$ cat config.mk
export PLATFORM = sky130hd
export DESIGN_NAME = digit_serial_alu
export DESIGN_NICKNAME = d
export VERILOG_FILES = /design/src/rtl/digit_serial_alu.sv
export SDC_FILE = /design/constraint.sdc
export NUM_CORES = 1
export LEC_CHECK = 0
export ABC_AREA = 0
export BUFFER_PORTS_ARGS = -buffer_cell sky130_fd_sc_hd__clkbuf_2
export CAP_MARGIN = 20
export CORE_UTILIZATION = 55
export DETAILED_ROUTE_END_ITERATION = 8
export PLACE_DENSITY = 0.79
export REMOVE_ABC_BUFFERS = 1
export SETUP_SLACK_MARGIN = 0.2
export SLEW_MARGIN = 20
export SYNTH_ARGS = -nofsm -noshare
export SYNTH_HDL_FRONTEND = slang
export SYNTH_SLANG_ARGS = --single-unit
$ cat constraint.sdc
create_clock -name clk -period 4.6 [get_ports clk]
set_input_delay 0.69 -clock clk [delete_from_list [all_inputs] [get_ports clk]]
set_output_delay 0.69 -clock clk [all_outputs]
set_load 0.05 [all_outputs]
$ cat src/rtl/digit_serial_alu.sv
// Digit-serial ALU: processes a WIDTH-bit AND/OR/ADD/SUB/SLT/NOR operation DIGIT bits
// per clock, LSB digit first, with a start/busy/done handshake and registered flags.
module digit_serial_alu #(
  parameter int unsigned WIDTH = 32,
  parameter int unsigned DIGIT = 1
) (
  input  logic             clk,
  input  logic             rst_n,
  input  logic             start,
  input  logic [3:0]       aluCtl,
  input  logic [WIDTH-1:0] in1,
  input  logic [WIDTH-1:0] in2,
  output logic [WIDTH-1:0] result,
  output logic             carryOut,
  output logic             overflow,
  output logic             zero,
  output logic             busy,
  output logic             done
);

  localparam int unsigned NDIG = WIDTH / DIGIT;
  localparam int unsigned CW   = (NDIG > 1) ? $clog2(NDIG) : 1;

  typedef enum logic {IDLE, RUN} state_t;

  state_t           state_q, state_d;
  logic [WIDTH-1:0] a_q, a_d, b_q, b_d;
  logic [WIDTH-1:0] res_sh_q, res_sh_d;
  logic [3:0]       ctl_q, ctl_d;
  logic             carry_q, carry_d;
  logic [CW-1:0]    cnt_q, cnt_d;
  logic [WIDTH-1:0] result_d;
  logic             carry_out_d, overflow_d, zero_d, busy_d, done_d;

  logic [DIGIT-1:0] da, db, dsum, dres;
  logic [DIGIT:0]   c;
  logic             c_msb, c_out, ovf, set_bit, last, addsub;
  logic [WIDTH-1:0] res_shift, final_res;

  // One digit of the bit-slice array; operand shadows shift right so the live digit is always at bit 0
  always_comb begin
    da   = a_q[DIGIT-1:0] ^ {DIGIT{ctl_q[3]}};
    db   = b_q[DIGIT-1:0] ^ {DIGIT{ctl_q[2]}};
    dsum = '0;
    c    = '0;
    c[0] = carry_q;
    for (int i = 0; i < int'(DIGIT); i++) begin
      dsum[i]  = da[i] ^ db[i] ^ c[i];
      c[i+1]   = (da[i] & db[i]) | (da[i] & c[i]) | (db[i] & c[i]);
    end
    case (ctl_q[1:0])
      2'b00:   dres = da & db;
      2'b01:   dres = da | db;
      2'b10:   dres = dsum;
      default: dres = '0;
    endcase
    c_msb     = c[DIGIT-1];
    c_out     = c[DIGIT];
    ovf       = c_msb ^ c_out;
    set_bit   = dsum[DIGIT-1] ^ ovf;
    last      = (cnt_q == CW'(NDIG - 1));
    addsub    = (ctl_q[1:0] == 2'b10);
    res_shift = (res_sh_q >> DIGIT) | (WIDTH'(dres) << (WIDTH - DIGIT));
    final_res = (ctl_q[1:0] == 2'b11) ? WIDTH'(set_bit) : res_shift;
  end

  // Next-state and output logic
  always_comb begin
    state_d     = state_q;
    a_d         = a_q;
    b_d         = b_q;
    ctl_d       = ctl_q;
    carry_d     = carry_q;
    cnt_d       = cnt_q;
    res_sh_d    = res_sh_q;
    result_d    = result;
    carry_out_d = carryOut;
    overflow_d  = overflow;
    zero_d      = zero;
    busy_d      = busy;
    done_d      = 1'b0;
    case (state_q)
      IDLE: begin
        if (start) begin
          a_d      = in1;
          b_d      = in2;
          ctl_d    = aluCtl;
          carry_d  = aluCtl[2];
          cnt_d    = '0;
          res_sh_d = '0;
          busy_d   = 1'b1;
          state_d  = RUN;
        end
      end
      RUN: begin
        a_d      = a_q >> DIGIT;
        b_d      = b_q >> DIGIT;
        carry_d  = c_out;
        cnt_d    = cnt_q + CW'(1);
        res_sh_d = res_shift;
        if (last) begin
          result_d    = final_res;
          carry_out_d = addsub & c_out;
          overflow_d  = addsub & ovf;
          zero_d      = (final_res == '0);
          done_d      = 1'b1;
          busy_d      = 1'b0;
          cnt_d       = '0;
          state_d     = IDLE;
        end
      end
      default: state_d = IDLE;
    endcase
  end

  // State, shadow and output registers
  always_ff @(posedge clk or negedge rst_n) begin
    if (!rst_n) begin
      state_q  <= IDLE;
      a_q      <= '0;
      b_q      <= '0;
      ctl_q    <= '0;
      carry_q  <= 1'b0;
      cnt_q    <= '0;
      res_sh_q <= '0;
      result   <= '0;
      carryOut <= 1'b0;
      overflow <= 1'b0;
      zero     <= 1'b0;
      busy     <= 1'b0;
      done     <= 1'b0;
    end else begin
      state_q  <= state_d;
      a_q      <= a_d;
      b_q      <= b_d;
      ctl_q    <= ctl_d;
      carry_q  <= carry_d;
      cnt_q    <= cnt_d;
      res_sh_q <= res_sh_d;
      result   <= result_d;
      carryOut <= carry_out_d;
      overflow <= overflow_d;
      zero     <= zero_d;
      busy     <= busy_d;
      done     <= done_d;
    end
  end

endmodule

# After elaboration in Yosys (flattened, before gate mapping)
# Cells that the tools add are included.
# classes
n_addsub,1
n_eq_ne,6
n_mux,21
bitwise,16
reduce_logical,5
# op_table
cell,n
$pmux 32 s2,3
$mux 32,4
$logic_not 32->1,1
$or 31x32->32,1
$mux 5,2
$pmux 5 s2,1
$mux 1,7
$pmux 1 s2,3
$reduce_and 2->1,3
$xor 1x1->1,6
$add 5x1->5 const B,1
$and 1x1->1,5
$eq 5x5->1 const B,1
$eq 2x2->1 const B,2
$or 1x1->1,3
$pmux 1 s3,1
$eq 2x1->1 const B,1
$logic_not 2->1,1
$ne 2x1->1 const B,1
$ne 2x2->1 const B,1
$not 1->1,1
# totals
ff_bits,144
input_bits,71

# Depth between registers and ports, before layout
# Gate-level depths: netlist of run 1.
# depth
depth_word,8
mapped_depth,8
mapped_depth_nobuf,8

# Least setup slack after synthesis of run 1
# Ideal clock, no wire load.
# synth_timing
path_type,register to register
startpoint,register ctl_q[3]
endpoint,register zero
setup_ps,68
arrival_time_ps,1875
t_required_ps,4532
slack_ps,2657
path_stages_with_launch,8
period_less_slack_ps,1943
path_cell_list,dfrtp_1 -> xnor2_1 -> inv_1 -> ha_1 -> and4b_1 -> a221o_1 -> a211oi_2 -> a32o_1
# synth_between
elab_chain_cells,8
# synth_rtl
item,line,text
start: declaration,29,"logic [3:0] ctl_q, ctl_d;"
start signal: assignment,136,ctl_q <= ctl_d;
$xor 1x1->1 (*),42,da = a_q[DIGIT-1:0] ^ {DIGIT{ctl_q[3]}};
"$and 1x1->1, on equally long branches","49, 52",
$or 1x1->1 (2 in series),49,c[i+1] = (da[i] & db[i]) | (da[i] & c[i]) | (db[i] & c[i]);
$xor 1x1->1,59,ovf = c_msb ^ c_out;
$xor 1x1->1,60,set_bit = dsum[DIGIT-1] ^ ovf;
$mux 32 (*),64,final_res = (ctl_q[1:0] == 2'b11) ? WIDTH'(set_bit) : res_shift;
$logic_not 32->1 (*),105,zero_d = (final_res == '0);
end signal: assignment,143,zero <= zero_d;
end: declaration,16,"output logic zero,"
# Mark *: on every way between the ends. The rest lies on a longest branch, timed or not.
# A chain may end at the register's enable or synchronous reset.

# Worst setup path after layout of run 1
# layout_timing
startpoint,register state_q
endpoint,register ctl_q[3]
# layout_between
elab_chain_cells,2
# layout_rtl
item,line,text
start: declaration,26,"state_t state_q, state_d;"
start signal: assignment,133,state_q <= state_d;
$not 1->1,--,
$reduce_and 2->1 (no source line),--,
# No other way between the ends.

==> results of run 1 <==
-- registers in the layout, summed over array words and instances, names as in the netlist --
signal and flops:
result 32, a_q 32, b_q 32, ctl_q 4
busy 1, carryOut 1, state_q 1, cnt_q 5
res_sh_q 31, overflow 1, c_msb 1, done 1
zero 1
-- layer usage --
metal	up-vias	wire length, um	track usage, %
met3	17	729	7.72
met5	-	0	0
li1	2182	-	-
met4	0	131	7.53
met2	122	6100	37.4
met1	2194	5570	30.6
-- power by group --
part           leakage, uW  switching [uW]  internal (uW)
clock             0.000323             524           1010
combinational      0.00149            1090            619
sequential         0.00179             419           1780
-- logic make-up after synthesis --
family / after synthesis / synth area share (%)
adder cells (fa/ha/maj): 3 / 0.606
multiplexers: 71 / 11.5
buffers and inverters: 47 / 3.27
AND/OR/NAND/NOR: 163 / 12.3
XOR/XNOR: 5 / 0.706
AO/OA/AOI/OAI: 141 / 13.8
flip-flops: 143 / 57.7
-- cell usage in the layout, fill, tap and decap left out, types with 2 or more instances in the layout --
cell | Yosys | routed
ha_1 | 3 | 3
o21ai_0 | 96 | 96
clkbuf_16 | 0 | 16
nand2_1 | 102 | 102
clkinv_4 | 0 | 2
mux2i_1 | 67 | 67
dfrtp_1 | 143 | 142
clkinv_2 | 0 | 2
nor2b_1 | 2 | 2
inv_1 | 7 | 7
o32ai_1 | 3 | 3
nand3_1 | 2 | 2
nor2_1 | 6 | 6
bufinv_16 | 0 | 6
and4b_1 | 2 | 2
a22o_1 | 31 | 31
xnor2_1 | 4 | 4
nand2b_1 | 36 | 36
a21oi_1 | 4 | 3
clkbuf_8 | 0 | 2
clkbuf_2 | 0 | 105
nor4_1 | 7 | 7
mux2_2 | 4 | 4
buf_4 | 0 | 6
inv_6 | 0 | 2
-- layout make-up --
class                           instances  share of cell area, %
Clock buffer                           19                   5.79
Clock inverter                         13                   3.12
Inverter                                7                  0.353
Multi-Input combinational cell        383                   32.5
Sequential cell                       143                   48.1
Tap cell                              140                   2.35
Timing Repair Buffer                  112                   7.81
-- metrics by stage --
stage / TNS (ns) / hold slack [ns] / utilization [%] / worst slack, ns / area, um^2
after floorplan: -52.12 / 0.394 / - / -1.66 / 6020
after global placement: 0 / 0.461 / 62.3 / 2.19 / 6790
after detailed placement: 0 / 0.471 / 62.3 / 2.10 / 6790
after CTS: 0 / 0.341 / 68.4 / 2.10 / 7450
after global routing: 0 / 0.374 / 68.4 / 1.84 / 7450
final: 0 / 0.298 / 68.4 / 2.06 / 7450
-- path summary, 6_finish.rpt --
path	from	cells after the start	to
hold reg to reg	result[31]$_DFFE_PN0P_	2	result[31]$_DFFE_PN0P_
setup reg to reg	state_q$_DFF_PN0_	3	ctl_q[3]$_DFFE_PN0P_
min in group clk	aluCtl[1]	2	ctl_q[1]$_DFFE_PN0P_
setup / recovery	state_q$_DFF_PN0_	3	ctl_q[3]$_DFFE_PN0P_
hold / removal	rst_n	1	result[30]$_DFFE_PN0P_
max in group asynchronous	rst_n	2	res_sh_q[4]$_DFFE_PN0P_
==> out/results.ini, run 1 <==
[final_layout]
num_antenna_cells=0
nets=738
fillers=795
final-seq-area_um2=3580
drive_gt1_share_pct=22.3
areaGrowthSynthToFinish_pct=20.2
stdcell_count=817
multi_input_area_um2=2420

[grt]
grt_max_degree=125
grt.overflow.total=0
first_global_vias=4502
antenna_found_initial=0
grt_first_pass_wirelength_mm=21.3
grtUsageTotal_pct=23.5

[synthesis]
ys_seq_area_share_pct=57.7
syn_avg_cell_area_um2=10.8
yosysWarnings=0
yosysTopAreaCell=dfrtp_1
async_flop_share_pct=100
synth.most_common_cell=dfrtp_1
synthesis.area_um2=6200
yosys-top-cells-count=143 x dfrtp_1, 102 x nand2_1, 96 x o21ai_0
netlist_instances=573
netlist-cell-type-count=33
synth_top_area_share_pct=57.7
synth-seq-cells=143
synth_top_flop_cell=dfrtp_1
synth_top_cells_by_area=dfrtp_1 58%, mux2i_1 11%, o21ai_0 7.8%, nand2_1 6.2%, a22o_1 4.4%
synth_edf_count=0

[power_and_ir_drop]
p_per_area_nw_per_um2=729
ir_worst_vdd_uv=444
leakage_uw=0.00360
power_uw=5430

[timing]
max_freq_mhz=394
finalSetupViolCount=0
fin_skew_ns=0.00787
rsz0062_at_grt=false
finalCritPeriodShare_pct=55.2
hold_viol_final=0
maxSlewViolCount=0
slew_headroom_pct=32.5
tightest_slew_ns=1.01
period_needed_ns=2.54

[placement]
dp_cells=785
place_congestion=0.832
post-dp-hpwl_mm=7.96
port_buffers=107

[route]
drt_iter0_drc=253
routed_wl_mm=12.5
drt_pass1_iterations=4
drc=0
drt.antenna.violating_nets=0
num_vias=4515
vias_per_cell=5.53
post_drt_wl_per_cell_um=15.3

[setup_path]
critPathCaptureType=flop
max_stage_delay_ns=0.87
crit_type=reg2reg
path_buf_inv=1
path_delay_family=buffers and inverters
cp_max_fo=124
crit_chain=buf_4 > nor2b_1 > mux2_2
worstPathArrival_ns=2.94
cp-start-kind=flop
required_ns=5.00
r2r_setup_slack_ns=2.06
critPathSlowestCell=buf_4

[floorplanning]
rows=38
ios=108
die_x_um=108
die_h_um=108
core_area_um2=10900
die_area_um2=11700
initial_core_util_pct=56.9

[clock_network]
cts_buffers=17
cts_hold_buf=0
cts_buffer_depth=2
cts-root-buf=clkbuf_8
clkLatencyLatePin_ns=0.52
htreeDepth=4
cts_resized=0
cts_tree=built
numClockSinks=143
postCtsSetupRepairBufs=0
path_clk_slew_ns=0.06

[status]
outcome=completed

[run]
drv_cap=0

[hold_path]
hold_class=in2async

Power figures use the tool's default switching activity.
==> run 2: changes to the inputs <==
--- a/config.mk
+++ b/config.mk
@@ -5,12 +5,12 @@
 export SDC_FILE = /design/constraint.sdc
 export NUM_CORES = 1
 export LEC_CHECK = 0
-export ABC_AREA = 0
+export ABC_AREA = 1
 export BUFFER_PORTS_ARGS = -buffer_cell sky130_fd_sc_hd__clkbuf_2
 export CAP_MARGIN = 20
-export CORE_UTILIZATION = 55
+export CORE_UTILIZATION = 50
 export DETAILED_ROUTE_END_ITERATION = 8
-export PLACE_DENSITY = 0.79
+export PLACE_DENSITY = 0.75
 export REMOVE_ABC_BUFFERS = 1
 export SETUP_SLACK_MARGIN = 0.2
 export SLEW_MARGIN = 20
==> constraint.sdc (replaced) <==
create_clock -name clk -period 2.3 [get_ports clk]
set_input_delay 0.345 -clock clk [delete_from_list [all_inputs] [get_ports clk]]
set_output_delay 0.345 -clock clk [all_outputs]
set_load 0.05 [all_outputs]
==> out/results.ini, run 2 <==
[setup_path]
path_buf_inv=3
max_stage_delay_ns=0.38
crit_type=reg2reg
path_delay_family=simple AND/OR/NAND/NOR gates
critical_path.startpoint=a_q[0]$_DFFE_PN0P_
required_ns=2.66
rr_worst_depth=12
critPathSlowestCell=dfrtp_1
crit_chain=inv_1 > nand2_1 > nand2_1 > inv_1 > ha_1 > xnor2_1 > inv_1 > o21ai_0 > nor2_1 > nor2_2 > nand3_1 > nand2_1
crit_cells=12
cp-start-kind=flop
cp_max_fo=3
worstPathArrival_ns=2.20
crit_end=zero$_DFFE_PN0P_
r2r_setup_slack_ns=0.45
rr_endpoint=zero$_DFFE_PN0P_
rr_startpoint=a_q[0]$_DFFE_PN0P_
critPathCaptureType=flop

[synthesis]
synth.most_common_cell=nand2_1
synthAdderAreaFrac_pct=0.617
synth.area.mux_share_pct=0
synthesis.area_um2=6090
synth-seq-cells=143
synth_edf_count=0
synth_top_cells_by_area=dfrtp_1 59%, nand2_1 16%, nand3_1 5.6%, o22ai_1 3.2%, inv_1 3.0%
netlist_instances=674
async_flop_share_pct=100
synth_top_flop_cell=dfrtp_1
yosysTopAreaCell=dfrtp_1
yosysWarnings=0
synthSimpleGateAreaFrac_pct=22.5
yosys-top-cells-count=255 x nand2_1, 143 x dfrtp_1, 68 x nand3_1
ys_seq_area_share_pct=58.8
netlist-cell-type-count=29
syn_avg_cell_area_um2=9.03
synth_xor_area_share_pct=0.432
synth_top_family_by_area=simple AND/OR/NAND/NOR gates
synth_top_area_share_pct=58.8
synth_compound_area_share_pct=11.2

[floorplanning]
core_area_um2=11700
die_h_um=112
rows=39
die_area_um2=12600
ios=108
initial_core_util_pct=52.2
die_x_um=112

[clock_network]
htreeDepth=4
cts_buffer_depth=2
clkLatencyLatePin_ns=0.41
path_clk_slew_ns=0.06
postCtsSetupRepairBufs=0
cts_buffers=17
cts-root-buf=clkbuf_16
numClockSinks=143
cts_tree=built

[timing]
maxSlewViolCount=0
rsz0062_at_grt=false
slew_headroom_pct=59.1
finalCritPeriodShare_pct=80.4
hold_viol_final=0
fin_setup_tns_ns=0
finalSetupViolCount=0
max_freq_mhz=541
period_needed_ns=1.85
fin_skew_ns=0.00729
tightest_slew_ns=0.614

[route]
vias_per_cell=5.26
drt_pass1_iterations=7
post_drt_wl_per_cell_um=14.0
drt.antenna.violating_nets=0
routed_wl_mm=13.0
num_vias=4873
drt_iter0_drc=292
drc=7

[final_layout]
nets=846
num_antenna_cells=0
areaGrowthSynthToFinish_pct=20.5
largestRegisters=a_q (32), b_q (32), result (32)
drive_gt1_share_pct=21.4
final_cell_mix=254 x nand2_1, 142 x dfrtp_1, 106 x clkbuf_2
final_area_um2=7340
fillers=971
final_common_cell=nand2_1

[power_and_ir_drop]
clock_power_share_pct=27.0
p_per_area_nw_per_um2=1380
p_sw_share_pct=37.8
p_comb_share_pct=33.5
intPower_uw=6280
pwr-share-seq_pct=39.5
p_switching_uw=3820
leakage_uw=0.00374
ir_worst_vdd_uv=754

[run]
drv_cap=0

[hold_path]
worstHoldStart=in1[10]
hold_class=in2reg

[placement]
port_buffers=107
post-dp-hpwl_mm=8.62
dpl_cell_area_um2=6740
place_congestion=0.812

[status]
outcome=finished with violations
violations=DRC

[grt]
grt_first_pass_wirelength_mm=22.6
grt.overflow.total=0
first_global_vias=4967
grtUsageTotal_pct=22.8
grt_max_degree=70
antenna_found_initial=0

run 2: power groups by stage:
stage / clock, uW / sequential (uW) / combinational (uW)
after floorplan: 0 / 4550 / 1860
after global placement: 0 / 3970 / 3280
after detailed placement: 0 / 4020 / 3390
after CTS: 2770 / 3990 / 3410
after global routing: 2890 / 4100 / 3780
final: 2720 / 3990 / 3380
run 2: tightest hold or removal path: stages:
cell and delay, ns:
clkbuf_2 0.07, nand2_1 0.04, nand3_1 0.05
run 2: how the worst min path moves through the flow:
stage	endpoint	slack, ns	cells past startpoint
after detailed placement	result[2]$_DFFE_PN0P_	0.24	1
after CTS	a_q[10]$_DFFE_PN0P_	0.12	3
after floorplan	a_q[0]$_DFFE_PN0P_	0.05	0
final	a_q[10]$_DFFE_PN0P_	0.13	3
after global placement	result[7]$_DFFE_PN0P_	0.23	1
after global routing	a_q[1]$_DFFE_PN0P_	0.13	3
run 2: cell type report:
class / instances / area [um^2] / share of cell area (%)
Sequential cell: 143 / 3580 / 48.8
Multi-Input combinational cell: 439 / 2120 / 28.9
Timing Repair Buffer: 118 / 677 / 9.23
Clock buffer: 24 / 472 / 6.43
Inverter: 53 / 199 / 2.71
Tap cell: 143 / 179 / 2.44
Clock inverter: 7 / 110 / 1.50
run 2: what timing repair did:
action | in CTS | in global routing
resized for setup | 0 | 0
hold endpoints to repair | 27 | 0
hold buffers | 1 | 0
run 2: kinds of logic (layout without fill, tap and decap cells):
| logic type | count (synthesis) | after routing |
|---|---|---|
| flops | 143 | 143 |
| fa+ha+maj | 3 | 3 |
| xor+xnor | 3 | 3 |
| buf+inv | 92 | 202 |
| simple gates | 338 | 338 |
| compound gates | 95 | 95 |
run 2: per-layer routing:
| layer | up-vias | global-route usage [%] | routed length, um |
|---|---|---|---|
| met3 | 24 | 7.78 | 752 |
| met2 | 123 | 38.3 | 6350 |
| met1 | 2328 | 27.4 | 5640 |
| met4 | 0 | 8.36 | 207 |
| met5 | - | 0 | 0 |
| li1 | 2398 | - | - |
run 2: stage by stage:
step                hold WS, ns  std cells  total power (uW)  utilization (%)  worst slack [ns]
floorplan                0.0494        635              6410                -             -1.25
global placement          0.231        895              7250             57.8             0.539
detailed placement        0.238        895              7400             57.8             0.468
CTS                       0.124        927             10200             62.9             0.444
global route              0.127        927             10800             62.9             0.239
finish                    0.135        927             10100             62.9             0.452
==> run 3: changes to the inputs <==
==> constraint.sdc (replaced) <==
create_clock -name clk -period 1.6 [get_ports clk]
set_input_delay 0.24 -clock clk [delete_from_list [all_inputs] [get_ports clk]]
set_output_delay 0.24 -clock clk [all_outputs]
set_load 0.05 [all_outputs]
==> out/results.ini, run 3 (same netlist as run 2, synthesis figures left out) <==
[timing]
finalCritPeriodShare_pct=119
fin_skew_ns=0.00620
finalSetupViolCount=38
slew_headroom_pct=59.7
whs_ns=0.0283
max_freq_mhz=526
fin_setup_tns_ns=-5.48
period_needed_ns=1.90
fin_ws_ns=-0.302
tightest_slew_ns=0.605
maxSlewViolCount=0
hold_viol_final=0
rsz0062_at_grt=true

[setup_path]
rr_startpoint=cnt_q[1]$_DFFE_PN0P_
r2r_setup_slack_ns=-0.30
rr_worst_depth=12
crit_type=reg2reg
cp_max_fo=3
critPathCaptureType=flop
crit_chain=ha_2 > nand2_1 > nor2_1 > ha_2 > nand2_4 > a21oi_4 > nand4_1 > nor2_2 > nand2_2 > nor2_2 > nand3_1 > nand2_1
required_ns=1.94
critPathSlowestCell=dfrtp_1
rr_endpoint=zero$_DFFE_PN0P_
crit_end=zero$_DFFE_PN0P_
max_stage_delay_ns=0.38
cp-start-kind=flop
worstPathArrival_ns=2.25
critical_path.startpoint=cnt_q[1]$_DFFE_PN0P_

[clock_network]
numClockSinks=143
cts-root-buf=clkbuf_16
clkLatencyLatePin_ns=0.41
cts_buffers=17
cts_tree=built
htreeDepth=4
cts_buffer_depth=2
path_clk_slew_ns=0.06

[placement]
post-dp-hpwl_mm=8.82
dpl_cell_area_um2=6940
dp_cells=913
port_buffers=107
place_congestion=0.786

[floorplanning]
core_area_um2=11700
die_x_um=112
ios=108
rows=39
initial_core_util_pct=52.2
die_area_um2=12600
die_h_um=112

[hold_path]
hold_class=in2reg

[final_layout]
final_area_um2=8390
drive_gt1_share_pct=33.2
final_common_cell=nand2_1
stdcell_count=959
nets=877
num_antenna_cells=0
areaGrowthSynthToFinish_pct=37.8
largestRegisters=a_q (32), b_q (32), result (32)
final_cell_mix=227 x nand2_1, 142 x dfrtp_1, 106 x clkbuf_2

[status]
outcome=finished with violations
violations=DRC, setup timing

[route]
routed_wl_mm=15.4
drc=5
num_vias=5181
post_drt_wl_per_cell_um=16.1
drt.antenna.violating_nets=0
vias_per_cell=5.40
drt_pass1_iterations=9
drt_iter0_drc=289

[run]
drv_cap=0

[power_and_ir_drop]
power_uw=16900
p_per_area_nw_per_um2=2010
ir_worst_vdd_uv=1200
leakage_uw=0.00410

[grt]
grt_max_degree=63
first_global_vias=5098
grtUsageTotal_pct=24.1
grt.overflow.total=0
antenna_found_initial=0
grt_first_pass_wirelength_mm=24.1

## run 3: cell count changes in the layout (fill, tap and decap cells not counted), sizes merged
cell | previous run | this run
bufinv | 3 | 4
bufbuf | 0 | 1
clkinvlp | 0 | 3
clkbuf | 130 | 132
inv | 53 | 51
buf | 11 | 38
## run 3: worst min path at each step
stage | start | endpoint | cells past startpoint
5_1_grt | in2[7] | b_q[7]$_DFFE_PN0P_ | 3
2_1_floorplan | rst_n | a_q[0]$_DFFE_PN0P_ | 0
6_report | in2[18] | b_q[18]$_DFFE_PN0P_ | 3
4_1_cts | in2[18] | b_q[18]$_DFFE_PN0P_ | 3
3_5_place_dp | rst_n | result[2]$_DFFE_PN0P_ | 1
3_3_place_gp | rst_n | result[7]$_DFFE_PN0P_ | 1
## run 3: repair_timing
action,in CTS,in global routing
resized for setup,66,60
hold buffers,1,0
endpoints found under the setup margin,49,109
pin swaps,15,10
cloned,3,4
setup buffers,3,3
endpoints found under the hold margin,42,0
## run 3: cell type report
cell class	count	area, um^2
fillers	813	3270
flip-flops and latches	143	3580
multi-input cells	439	2610
inverters	53	219
well taps	143	179
clock inverters	9	153
clock buffers	23	508
repair buffers	149	1150
## run 3: stage by stage
step	setup slack, ns	utilization (%)
final	-0.302	71.9
after global routing	-0.413	71.9
after CTS	-0.178	68.5
after detailed placement	-0.165	59.5
after global placement	-0.0735	59.5
after floorplan	-1.95	-
## run 3: routing by layer
layer / track usage, % / share of wire, %
met2: 42.2 / 52
met1: 29.0 / 41
met3: 6.70 / 4.9
met4: 7.64 / 2.4
met5: 0 / 0
## run 3: worst max-delay path, delay by kind of cell, from the launching register on
family                   cells  cell delay, ns
flip-flops                   1            0.38
AO/OA/AOI/OAI                1            0.14
adder cells (fa/ha/maj)      2            0.42
AND/OR/NAND/NOR              9            0.90
## run 3: power breakdown
| group | switching [uW] | leakage, uW | internal [uW] | total [uW] |
|---|---|---|---|---|
| sequential | 882 | 0.00189 | 4920 | 5810 |
| combinational | 4260 | 0.00190 | 2440 | 6700 |
| clock | 1500 | 0.000317 | 2860 | 4360 |
